File: src/rtl/rvseed_hazard_ctrl_if.sv
// Signal bundle between the rvseed IFU/IDU/EXU pipeline (master) and the
// hazard/flush sequencing controller (slave).
interface rvseed_hazard_ctrl_if #(
  parameter int RIDX_W = 5,
  parameter int CNT_W  = 32
);
  logic              enable;
  logic              ifu2idu_en;
  logic [RIDX_W-1:0] idu_rs1;
  logic              idu_rs1_used;
  logic [RIDX_W-1:0] idu_rs2;
  logic              idu_rs2_used;
  logic [RIDX_W-1:0] idu_rd;
  logic              idu_reg_wen;
  logic              idu_mem_ren;
  logic              exu_redirect;
  logic              ctrl2ifu_stall;
  logic              ctrl2idu_stall;
  logic              ctrl2exu_bubble;
  logic              ctrl2ifu_flush;
  logic              ctrl2idu_flush;
  logic [CNT_W-1:0]  perf_stall_cnt;
  logic [CNT_W-1:0]  perf_flush_cnt;

  modport master (
    output enable, ifu2idu_en, idu_rs1, idu_rs1_used, idu_rs2, idu_rs2_used,
           idu_rd, idu_reg_wen, idu_mem_ren, exu_redirect,
    input  ctrl2ifu_stall, ctrl2idu_stall, ctrl2exu_bubble, ctrl2ifu_flush,
           ctrl2idu_flush, perf_stall_cnt, perf_flush_cnt
  );

  modport slave (
    input  enable, ifu2idu_en, idu_rs1, idu_rs1_used, idu_rs2, idu_rs2_used,
           idu_rd, idu_reg_wen, idu_mem_ren, exu_redirect,
    output ctrl2ifu_stall, ctrl2idu_stall, ctrl2exu_bubble, ctrl2ifu_flush,
           ctrl2idu_flush, perf_stall_cnt, perf_flush_cnt
  );
endinterface

File: src/rtl/rvseed_hazard_ctrl.sv
// rvseed pipeline sequencing: RAW-hazard stalls from an in-flight write
// scoreboard, multi-cycle flushes on EXU redirects, saturating perf counters.
//
// state    | meaning
// ST_RUN   | normal issue; stalls follow hazard, redirect starts a flush
// ST_FLUSH | IFU/IDU flushed and EXU bubbled while flush_cnt runs down
// ST_IDLE  | enable low; pipeline frozen, flush_cnt remembers unfinished flush
module rvseed_hazard_ctrl #(
  parameter int NSTAGE    = 3,
  parameter int FWD_EN    = 1,
  parameter int FLUSH_CYC = 2,
  parameter int RIDX_W    = 5,
  parameter int CNT_W     = 32
) (
  input logic                 clk,
  input logic                 rst_n,
  rvseed_hazard_ctrl_if.slave bus
);
  typedef enum logic [1:0] {
    ST_RUN   = 2'd0,
    ST_FLUSH = 2'd1,
    ST_IDLE  = 2'd2
  } state_t;

  localparam logic [2:0]       FLUSH_RELOAD = 3'(FLUSH_CYC - 1);
  localparam logic [CNT_W-1:0] CNT_MAX      = '1;

  state_t            state;
  logic [2:0]        flush_cnt;
  logic [NSTAGE-1:0] sb_valid;
  logic [NSTAGE-1:0] sb_load;
  logic [RIDX_W-1:0] sb_rd [NSTAGE];
  logic [CNT_W-1:0]  stall_cnt;
  logic [CNT_W-1:0]  flush_perf;

  logic match_rs1, match_rs2;
  logic hazard, in_flush, flush_active, issue;

  // With forwarding only a load still in EX cannot supply its result in time.
  always_comb begin
    match_rs1 = 1'b0;
    match_rs2 = 1'b0;
    if (FWD_EN != 0) begin
      match_rs1 = sb_valid[0] & sb_load[0] & (sb_rd[0] == bus.idu_rs1);
      match_rs2 = sb_valid[0] & sb_load[0] & (sb_rd[0] == bus.idu_rs2);
    end else begin
      for (int i = 0; i < NSTAGE; i++) begin
        if (sb_valid[i] && (sb_rd[i] == bus.idu_rs1)) match_rs1 = 1'b1;
        if (sb_valid[i] && (sb_rd[i] == bus.idu_rs2)) match_rs2 = 1'b1;
      end
    end
  end

  assign hazard = bus.ifu2idu_en &
                  ((bus.idu_rs1_used & (bus.idu_rs1 != '0) & match_rs1) |
                   (bus.idu_rs2_used & (bus.idu_rs2 != '0) & match_rs2));

  // An unfinished flush parked in IDLE resumes in the very cycle enable returns.
  assign in_flush     = (state == ST_FLUSH) | ((state == ST_IDLE) & (flush_cnt != '0));
  assign flush_active = bus.enable & (in_flush | bus.exu_redirect);
  assign issue        = bus.enable & bus.ifu2idu_en & ~hazard & ~flush_active;

  assign bus.ctrl2ifu_stall  = ~bus.enable | (hazard & ~flush_active);
  assign bus.ctrl2idu_stall  = ~bus.enable | (hazard & ~flush_active);
  assign bus.ctrl2exu_bubble = bus.enable & (flush_active | hazard | ~bus.ifu2idu_en);
  assign bus.ctrl2ifu_flush  = flush_active;
  assign bus.ctrl2idu_flush  = flush_active;
  assign bus.perf_stall_cnt  = stall_cnt;
  assign bus.perf_flush_cnt  = flush_perf;

  always_ff @(posedge clk) begin
    if (!rst_n) begin
      state      <= ST_RUN;
      flush_cnt  <= '0;
      sb_valid   <= '0;
      sb_load    <= '0;
      stall_cnt  <= '0;
      flush_perf <= '0;
      for (int i = 0; i < NSTAGE; i++) sb_rd[i] <= '0;
    end else if (!bus.enable) begin
      state <= ST_IDLE;
    end else begin
      for (int i = NSTAGE - 1; i > 0; i--) begin
        sb_valid[i] <= sb_valid[i-1];
        sb_load[i]  <= sb_load[i-1];
        sb_rd[i]    <= sb_rd[i-1];
      end
      sb_valid[0] <= issue & bus.idu_reg_wen & (bus.idu_rd != '0);
      sb_load[0]  <= bus.idu_mem_ren;
      sb_rd[0]    <= bus.idu_rd;

      if (bus.exu_redirect) begin
        flush_cnt <= FLUSH_RELOAD;
        state     <= (FLUSH_RELOAD != '0) ? ST_FLUSH : ST_RUN;
      end else if (in_flush) begin
        flush_cnt <= flush_cnt - 3'd1;
        state     <= (flush_cnt == 3'd1) ? ST_RUN : ST_FLUSH;
      end else begin
        state <= ST_RUN;
      end

      if (hazard && !flush_active && (stall_cnt != CNT_MAX))
        stall_cnt <= stall_cnt + CNT_W'(1);
      if (flush_active && (flush_perf != CNT_MAX))
        flush_perf <= flush_perf + CNT_W'(1);
    end
  end
endmodule

File: src/flat_wrapper.sv
// flat-port wrapper written by rule: the top's interface ports become plain ports
module rvseed_hazard_ctrl_flat 
#(
  parameter int NSTAGE    = 3,
  parameter int FWD_EN    = 1,
  parameter int FLUSH_CYC = 2,
  parameter int RIDX_W    = 5,
  parameter int CNT_W     = 32
)
  (clk, rst_n, bus_enable, bus_ifu2idu_en, bus_idu_rs1, bus_idu_rs1_used, bus_idu_rs2, bus_idu_rs2_used, bus_idu_rd, bus_idu_reg_wen, bus_idu_mem_ren, bus_exu_redirect, bus_ctrl2ifu_stall, bus_ctrl2idu_stall, bus_ctrl2exu_bubble, bus_ctrl2ifu_flush, bus_ctrl2idu_flush, bus_perf_stall_cnt, bus_perf_flush_cnt);
  rvseed_hazard_ctrl_if #(.RIDX_W(RIDX_W), .CNT_W(CNT_W)) bus_i ();
  input logic clk;
  input logic rst_n;
  input wire logic [$bits(bus_i.enable)-1:0] bus_enable;
  input wire logic [$bits(bus_i.ifu2idu_en)-1:0] bus_ifu2idu_en;
  input wire logic [$bits(bus_i.idu_rs1)-1:0] bus_idu_rs1;
  input wire logic [$bits(bus_i.idu_rs1_used)-1:0] bus_idu_rs1_used;
  input wire logic [$bits(bus_i.idu_rs2)-1:0] bus_idu_rs2;
  input wire logic [$bits(bus_i.idu_rs2_used)-1:0] bus_idu_rs2_used;
  input wire logic [$bits(bus_i.idu_rd)-1:0] bus_idu_rd;
  input wire logic [$bits(bus_i.idu_reg_wen)-1:0] bus_idu_reg_wen;
  input wire logic [$bits(bus_i.idu_mem_ren)-1:0] bus_idu_mem_ren;
  input wire logic [$bits(bus_i.exu_redirect)-1:0] bus_exu_redirect;
  output wire logic [$bits(bus_i.ctrl2ifu_stall)-1:0] bus_ctrl2ifu_stall;
  output wire logic [$bits(bus_i.ctrl2idu_stall)-1:0] bus_ctrl2idu_stall;
  output wire logic [$bits(bus_i.ctrl2exu_bubble)-1:0] bus_ctrl2exu_bubble;
  output wire logic [$bits(bus_i.ctrl2ifu_flush)-1:0] bus_ctrl2ifu_flush;
  output wire logic [$bits(bus_i.ctrl2idu_flush)-1:0] bus_ctrl2idu_flush;
  output wire logic [$bits(bus_i.perf_stall_cnt)-1:0] bus_perf_stall_cnt;
  output wire logic [$bits(bus_i.perf_flush_cnt)-1:0] bus_perf_flush_cnt;
  assign bus_i.enable = bus_enable;
  assign bus_i.ifu2idu_en = bus_ifu2idu_en;
  assign bus_i.idu_rs1 = bus_idu_rs1;
  assign bus_i.idu_rs1_used = bus_idu_rs1_used;
  assign bus_i.idu_rs2 = bus_idu_rs2;
  assign bus_i.idu_rs2_used = bus_idu_rs2_used;
  assign bus_i.idu_rd = bus_idu_rd;
  assign bus_i.idu_reg_wen = bus_idu_reg_wen;
  assign bus_i.idu_mem_ren = bus_idu_mem_ren;
  assign bus_i.exu_redirect = bus_exu_redirect;
  assign bus_ctrl2ifu_stall = bus_i.ctrl2ifu_stall;
  assign bus_ctrl2idu_stall = bus_i.ctrl2idu_stall;
  assign bus_ctrl2exu_bubble = bus_i.ctrl2exu_bubble;
  assign bus_ctrl2ifu_flush = bus_i.ctrl2ifu_flush;
  assign bus_ctrl2idu_flush = bus_i.ctrl2idu_flush;
  assign bus_perf_stall_cnt = bus_i.perf_stall_cnt;
  assign bus_perf_flush_cnt = bus_i.perf_flush_cnt;
  rvseed_hazard_ctrl #(.NSTAGE(NSTAGE), .FWD_EN(FWD_EN), .FLUSH_CYC(FLUSH_CYC), .RIDX_W(RIDX_W), .CNT_W(CNT_W)) u_core (.clk(clk), .rst_n(rst_n), .bus(bus_i));
endmodule
File: config.mk
export PLATFORM = sky130hd
export DESIGN_NAME = rvseed_hazard_ctrl_flat
export DESIGN_NICKNAME = d
export VERILOG_FILES = /design/src/rtl/rvseed_hazard_ctrl_if.sv /design/src/rtl/rvseed_hazard_ctrl.sv /design/src/flat_wrapper.sv
export SDC_FILE = /design/constraint.sdc
export NUM_CORES = 1
export LEC_CHECK = 0
export CAP_MARGIN = 5
export CORE_ASPECT_RATIO = 1.25
export CORE_MARGIN = 2
export CORE_UTILIZATION = 51
export DETAILED_ROUTE_END_ITERATION = 8
export GPL_TIMING_DRIVEN = 0
export PLACE_DENSITY = 0.81
export SLEW_MARGIN = 20
export SYNTH_ARGS = -nofsm -noshare
export SYNTH_HDL_FRONTEND = slang
export SYNTH_SLANG_ARGS = --single-unit
File: constraint.sdc
create_clock -name clk -period 3.95 [get_ports clk]
set_input_delay 0.9875 -clock clk [delete_from_list [all_inputs] [get_ports clk]]
set_output_delay 0.9875 -clock clk [all_outputs]
set_load 0.005 [all_outputs]
=== Word level (Yosys, flattened, before mapping) ===
Memories as Yosys holds them, arrays and structs flattened.
Cells that the tools add are included.

* Register bits after elaboration: 71
* RAM bits: 15
* Output and inout bits: 69
* Word-level logic and storage cells: 74
* Memories kept: 1

{| class="wikitable"
|+ Memories
! name !! words !! bits a word !! read ports !! clocked after Yosys merged registers in !! wr ports !! line !! source
|-
| u_core.sb_rd || 3 || 5 || 2 || 0 || 3 || rvseed_hazard_ctrl.sv:32 || <nowiki>logic [RIDX_W-1:0] sb_rd [NSTAGE];</nowiki>
|}

* Add/sub/neg operators: 3
* Eq/ne operators: 7
* Muxes and demuxes: 13
* Bitwise logic cells: 30
* Reduce and logical (&&, ||, !) cells: 13

{| class="wikitable"
|+ Operators with widths
! operator !! count
|-
| adder 32 x 1 -> 32 bit (second input constant) || 2
|-
| inequality test 32 bit (second input constant) || 2
|-
| AND 1 bit || 17
|-
| two-way mux 5 bit || 3
|-
| nonzero test 5 bit || 3
|-
| equality test 5 bit || 2
|-
| bitwise OR 1 bit || 9
|-
| AND reduction 2 bit || 4
|-
| two-way mux 2 bit || 3
|-
| two-way mux 3 bit || 2
|-
| two-way mux 1 bit || 5
|-
| inverter 1 bit || 4
|-
| equality test 3 x 1 -> 1 bit (second input constant) || 1
|-
| logical AND 1 bit || 3
|-
| nonzero test 3 bit || 1
|-
| subtractor 3 x 1 -> 3 bit (second input constant) || 1
|-
| equality test 2 x 1 -> 1 bit (second input constant) || 1
|-
| equality test 2 bit (second input constant) || 1
|-
| nonzero test 2 bit || 1
|-
| logical NOT 1 bit || 1
|}

=== Longest topological paths before layout ===
An unclocked memory read counts as a cell.

* Depth in word-level cells: 11
* Gate-level depth with buffers: 10

=== Least setup slack after synthesis ===
Ideal clock, no wire load.

* Path type: input port to output port
* Start point: input bus_idu_rs1[0]
* End point: output bus_ctrl2ifu_stall
* Arrival: 2.504 ns
* Data required time: 2.963 ns
* Slack: 0.459 ns
* Cell stages on the path: 7
* Path buffers: 3
* Cell sequence: o41ai_1 -> a211o_1 -> a21o_1 -> clkbuf_1 -> clkbuf_1 -> nand2_1 -> buf_4

* Longest elaborated chain between the ends: 7

{| class="wikitable"
|+ RTL lines
! what !! line !! source
|-
| start, declared || flat_wrapper.sv:16 || <nowiki>input wire logic [$bits(bus_i.idu_rs1)-1:0] bus_idu_rs1;</nowiki>
|-
| equality test 5 bit or nonzero test 5 bit (tied branches) || rvseed_hazard_ctrl.sv:44, rvseed_hazard_ctrl.sv:55 ||
|-
| AND 1 bit, on equally long branches || rvseed_hazard_ctrl.sv:44, rvseed_hazard_ctrl.sv:55 ||
|-
| AND 1 bit (*) || rvseed_hazard_ctrl.sv:55 || <nowiki>((bus.idu_rs1_used & (bus.idu_rs1 != '0) & match_rs1) |</nowiki>
|-
| bitwise OR 1 bit (*) || rvseed_hazard_ctrl.sv:55 ||
|-
| AND 1 bit (*) || rvseed_hazard_ctrl.sv:54 || <nowiki>assign hazard = bus.ifu2idu_en &</nowiki>
|-
| AND 1 bit (*) || -- ||
|-
| bitwise OR 1 bit (*) || -- ||
|-
| end, declared || flat_wrapper.sv:24 || <nowiki>output wire logic [$bits(bus_i.ctrl2ifu_stall)-1:0] bus_ctrl2ifu_stall;</nowiki>
|}

Every way passes the cells marked *; elsewhere a longest branch is shown, timed or not.

=== Final worst setup path ===
* Start point: input bus_idu_rs2[0]
* End point: output bus_ctrl2ifu_stall

* Longest elaborated chain between the ends: 7

{| class="wikitable"
|+ RTL lines
! what !! line !! source
|-
| start, declared || flat_wrapper.sv:18 || <nowiki>input wire logic [$bits(bus_i.idu_rs2)-1:0] bus_idu_rs2;</nowiki>
|-
| equality test 5 bit or nonzero test 5 bit (tied branches) || -- ||
|-
| AND 1 bit, on equally long branches || rvseed_hazard_ctrl.sv:45, rvseed_hazard_ctrl.sv:56 ||
|-
| AND 1 bit (*) || rvseed_hazard_ctrl.sv:56 || <nowiki>(bus.idu_rs2_used & (bus.idu_rs2 != '0) & match_rs2));</nowiki>
|-
| bitwise OR 1 bit (*) || rvseed_hazard_ctrl.sv:55 ||
|-
| AND 1 bit (*) || rvseed_hazard_ctrl.sv:54 ||
|-
| AND 1 bit (*) || rvseed_hazard_ctrl.sv:63 || <nowiki>assign bus.ctrl2ifu_stall = ~bus.enable | (hazard & ~flush_active);</nowiki>
|-
| bitwise OR 1 bit (*) || rvseed_hazard_ctrl.sv:63 ||
|}

Marks and branches as above.

==> impl_metrics.ini <==
[routing]
drc = 0
drt_iter0_markers = 263
wirelength_um = 11400
ant_nets = 0
vias_per_cell = 6.07
routedWlPerCell_um = 16.5
firstDrtPassIters = 5
vias = 4207

[global_route]
grt-ovfl-total = 0
grt_max_degree = 20
antenna_found_initial = 0
grt_pass1_vias = 3994
grt_usage = 0.264
grt_pass1_wl_um = 18800

[worst_hold_path]
hp-start = u_core.flush_cnt[2]$_SDFFE_PN0P_
holdPathStages = 2
min_path_type = register to register

[clock_tree]
ctsHoldBuffers = 0
clk_pin_slew_ns = 0.07
htree_levels = 3
cts_buffers = 9
cts_tree = done
clock_latency_ns = 0.36
clock_sinks = 76
cts-root-buf = clkbuf_8
clockBufferDepth = 2

[sta]
slew_violations = 0
setup_ws_ns = 0.00752
clock.fmax_ghz = 0.254
maxSlewHeadroom = 0.425
skew_ns = 0.00477
rsz0062_at_grt = true
layout_min_cycle_time_ns = 3.94
timing.final.crit_share = 0.998
setup_viol = 0
tightest_slew_ns = 0.856
finalSetupTns_ns = 0
hold_viol_final = 0

[placement]
dp_cells = 677
io_buffers = 92
placed_area_um2 = 5090
preCtsSetupSlack_ns = -1.15
place_hpwl_um = 8250
gp_congestion = 0.867

[floorplanning]
initial_core_util = 0.523
die_area_um2 = 8680
coreArea_um2 = 7750
die_w_um = 83.7
io-pin-count = 93
fp.dieH_um = 104
placementRows = 36

[power]
p_per_area_nw_per_um2 = 277
seq_power_share = 0.538
p_switching_uw = 353
ir_drop_mv = 0.223
total_power_uw = 1470
p_leak_uw = 0.00170
comb_power_share = 0.082
p_sw_frac = 0.240
p_int_uw = 1120
pwr-share-clk = 0.380

[critical_path]
worst-setup-path-type = primary input to primary output
reg2reg_depth = 7
critical_path_arrival_ns = 2.95
crit_start = bus_idu_rs2[0]
cp.required_ns = 2.96
startpoint_type = primary input
end_kind = primary output
cp_max_fo = 2
r2r-start = u_core.bus.perf_stall_cnt[3]$_SDFFE_PN0P_

[logic_synthesis]
yosys_warnings = 0
synthFlopType = dfxtp_1
synthCells = 490
synthesis.nets = 519
synth.avg_cell_area_um2 = 8.27
synth.most_common_cell = dfxtp_1
synth_edf_count = 5
async_flop_share = 0
synth_seq_area_share = 0.388
ys_top_cells_by_area = dfxtp_1 35%, xnor2_1 6.9%, nor2_1 4.2%, edfxtp_1 3.7%, a21oi_1 3.6%
synth_area_leader_cell = dfxtp_1
synth_common_cells = 71 x dfxtp_1, 45 x nor2_1, 37 x nand2_1, 32 x xnor2_1, 29 x a21oi_1
ys_seq_elements = 76
netlist.area_leader.share = 0.351
synth_cell_type_count = 49
syn-cell-area_um2 = 4050

[layout]
finalInstanceArea_um2 = 5330
layout.nets = 622
drive_gt1_frac = 0.0669
syn_to_final_growth_pct = 31.5
insertedDiodeCount = 0
finalNonFillerCells = 693

[job]
maxCapViolCount = 0

[status]
status = complete, no violations
critical path: stages:
cell	delay [ns]
clkdlybuf4s50_1	0.49
xnor2_1	0.14
nand3_1	0.12
a211o_1	0.28
a21o_4	0.24
nand2_2	0.09
buf_4	0.12
clkdlybuf4s50_1	0.48
layout by cell type (no fill, tap or decap), types with 16 or more instances in the layout:
cell,n
clkbuf_1,16
nand2_1,36
clkdlybuf4s50_1,89
dfxtp_1,71
or4_1,17
xnor2_1,32
nor2_1,45
nor4_1,17
nand3_1,28
nand4_1,20
a21oi_1,29
sequential cells by signal, indices dropped and copies added (netlist names):
signal / flops
u_core.bus.perf_flush_cnt: 32
u_core.bus.perf_stall_cnt: 32
u_core.flush_cnt: 3
u_core.sb_load: 1
u_core.sb_rd: 5
u_core.sb_valid: 1
u_core.state: 2
power by group through the flow:
stage,registers (uW),clock network [uW],logic [uW]
4_1_cts,793,566,121
3_3_place_gp,810,0,113
6_report,793,560,121
2_1_floorplan,809,0,58.6
5_1_grt,794,597,131
3_5_place_dp,811,0,116
final timing paths:
path,endpoint,slack [ns]
setup / recovery,bus_ctrl2ifu_stall,0.008
hold reg to reg,u_core.flush_cnt[2]$_SDFFE_PN0P_,0.49
hold / removal,u_core.flush_cnt[2]$_SDFFE_PN0P_,0.49
setup reg to reg,u_core.bus.perf_stall_cnt[18]$_SDFFE_PN0P_,1.31
logic make-up (layout without fill, tap and decap cells):
group	Yosys count	after routing	share of synthesized area
xor gates and xnor gates	32	32	0.0692
and+or+nand+nor	241	241	0.328
AOI/OAI and AO/OA	88	89	0.141
DFF	76	76	0.388
muxes	7	7	0.0173
buffers and inverters	41	148	0.0414
adders and majority gates	5	5	0.0154
layout make-up:
class,instances,area [um2]
Sequential cell,76,1570
Timing Repair Buffer,95,947
Tap cell,95,119
Inverter,16,60.1
Buffer,21,93.8
Fill cell,670,2420
Multi-Input combinational cell,374,2350
Clock buffer,15,176
Clock inverter,1,5.00
what timing repair did:
| item | in CTS | in global routing |
|---|---|---|
| gates cloned | 1 | 0 |
| resized for setup | 10 | 2 |
| pin swaps | 3 | 1 |
| endpoints found under the setup margin | 3 | 3 |
| setup buffers | 3 | 0 |
| hold endpoints to repair | 0 | 0 |
metal layers:
| metal | global-route usage | part of all wire | up-vias |
|---|---|---|---|
| li1 | - | - | 2018 |
| met1 | 0.305 | 0.40 | 1999 |
| met2 | 0.462 | 0.51 | 166 |
| met3 | 0.0494 | 0.067 | 24 |
| met4 | 0.129 | 0.025 | 0 |
| met5 | 0 | 0 | - |
through the flow:
step	hold WS, ns	util
2_1_floorplan	0.457	-
3_3_place_gp	0.470	0.657
3_5_place_dp	0.479	0.657
4_1_cts	0.489	0.687
5_1_grt	0.502	0.688
6_report	0.486	0.688
No activity file was read; power rests on OpenSTA's default activity.
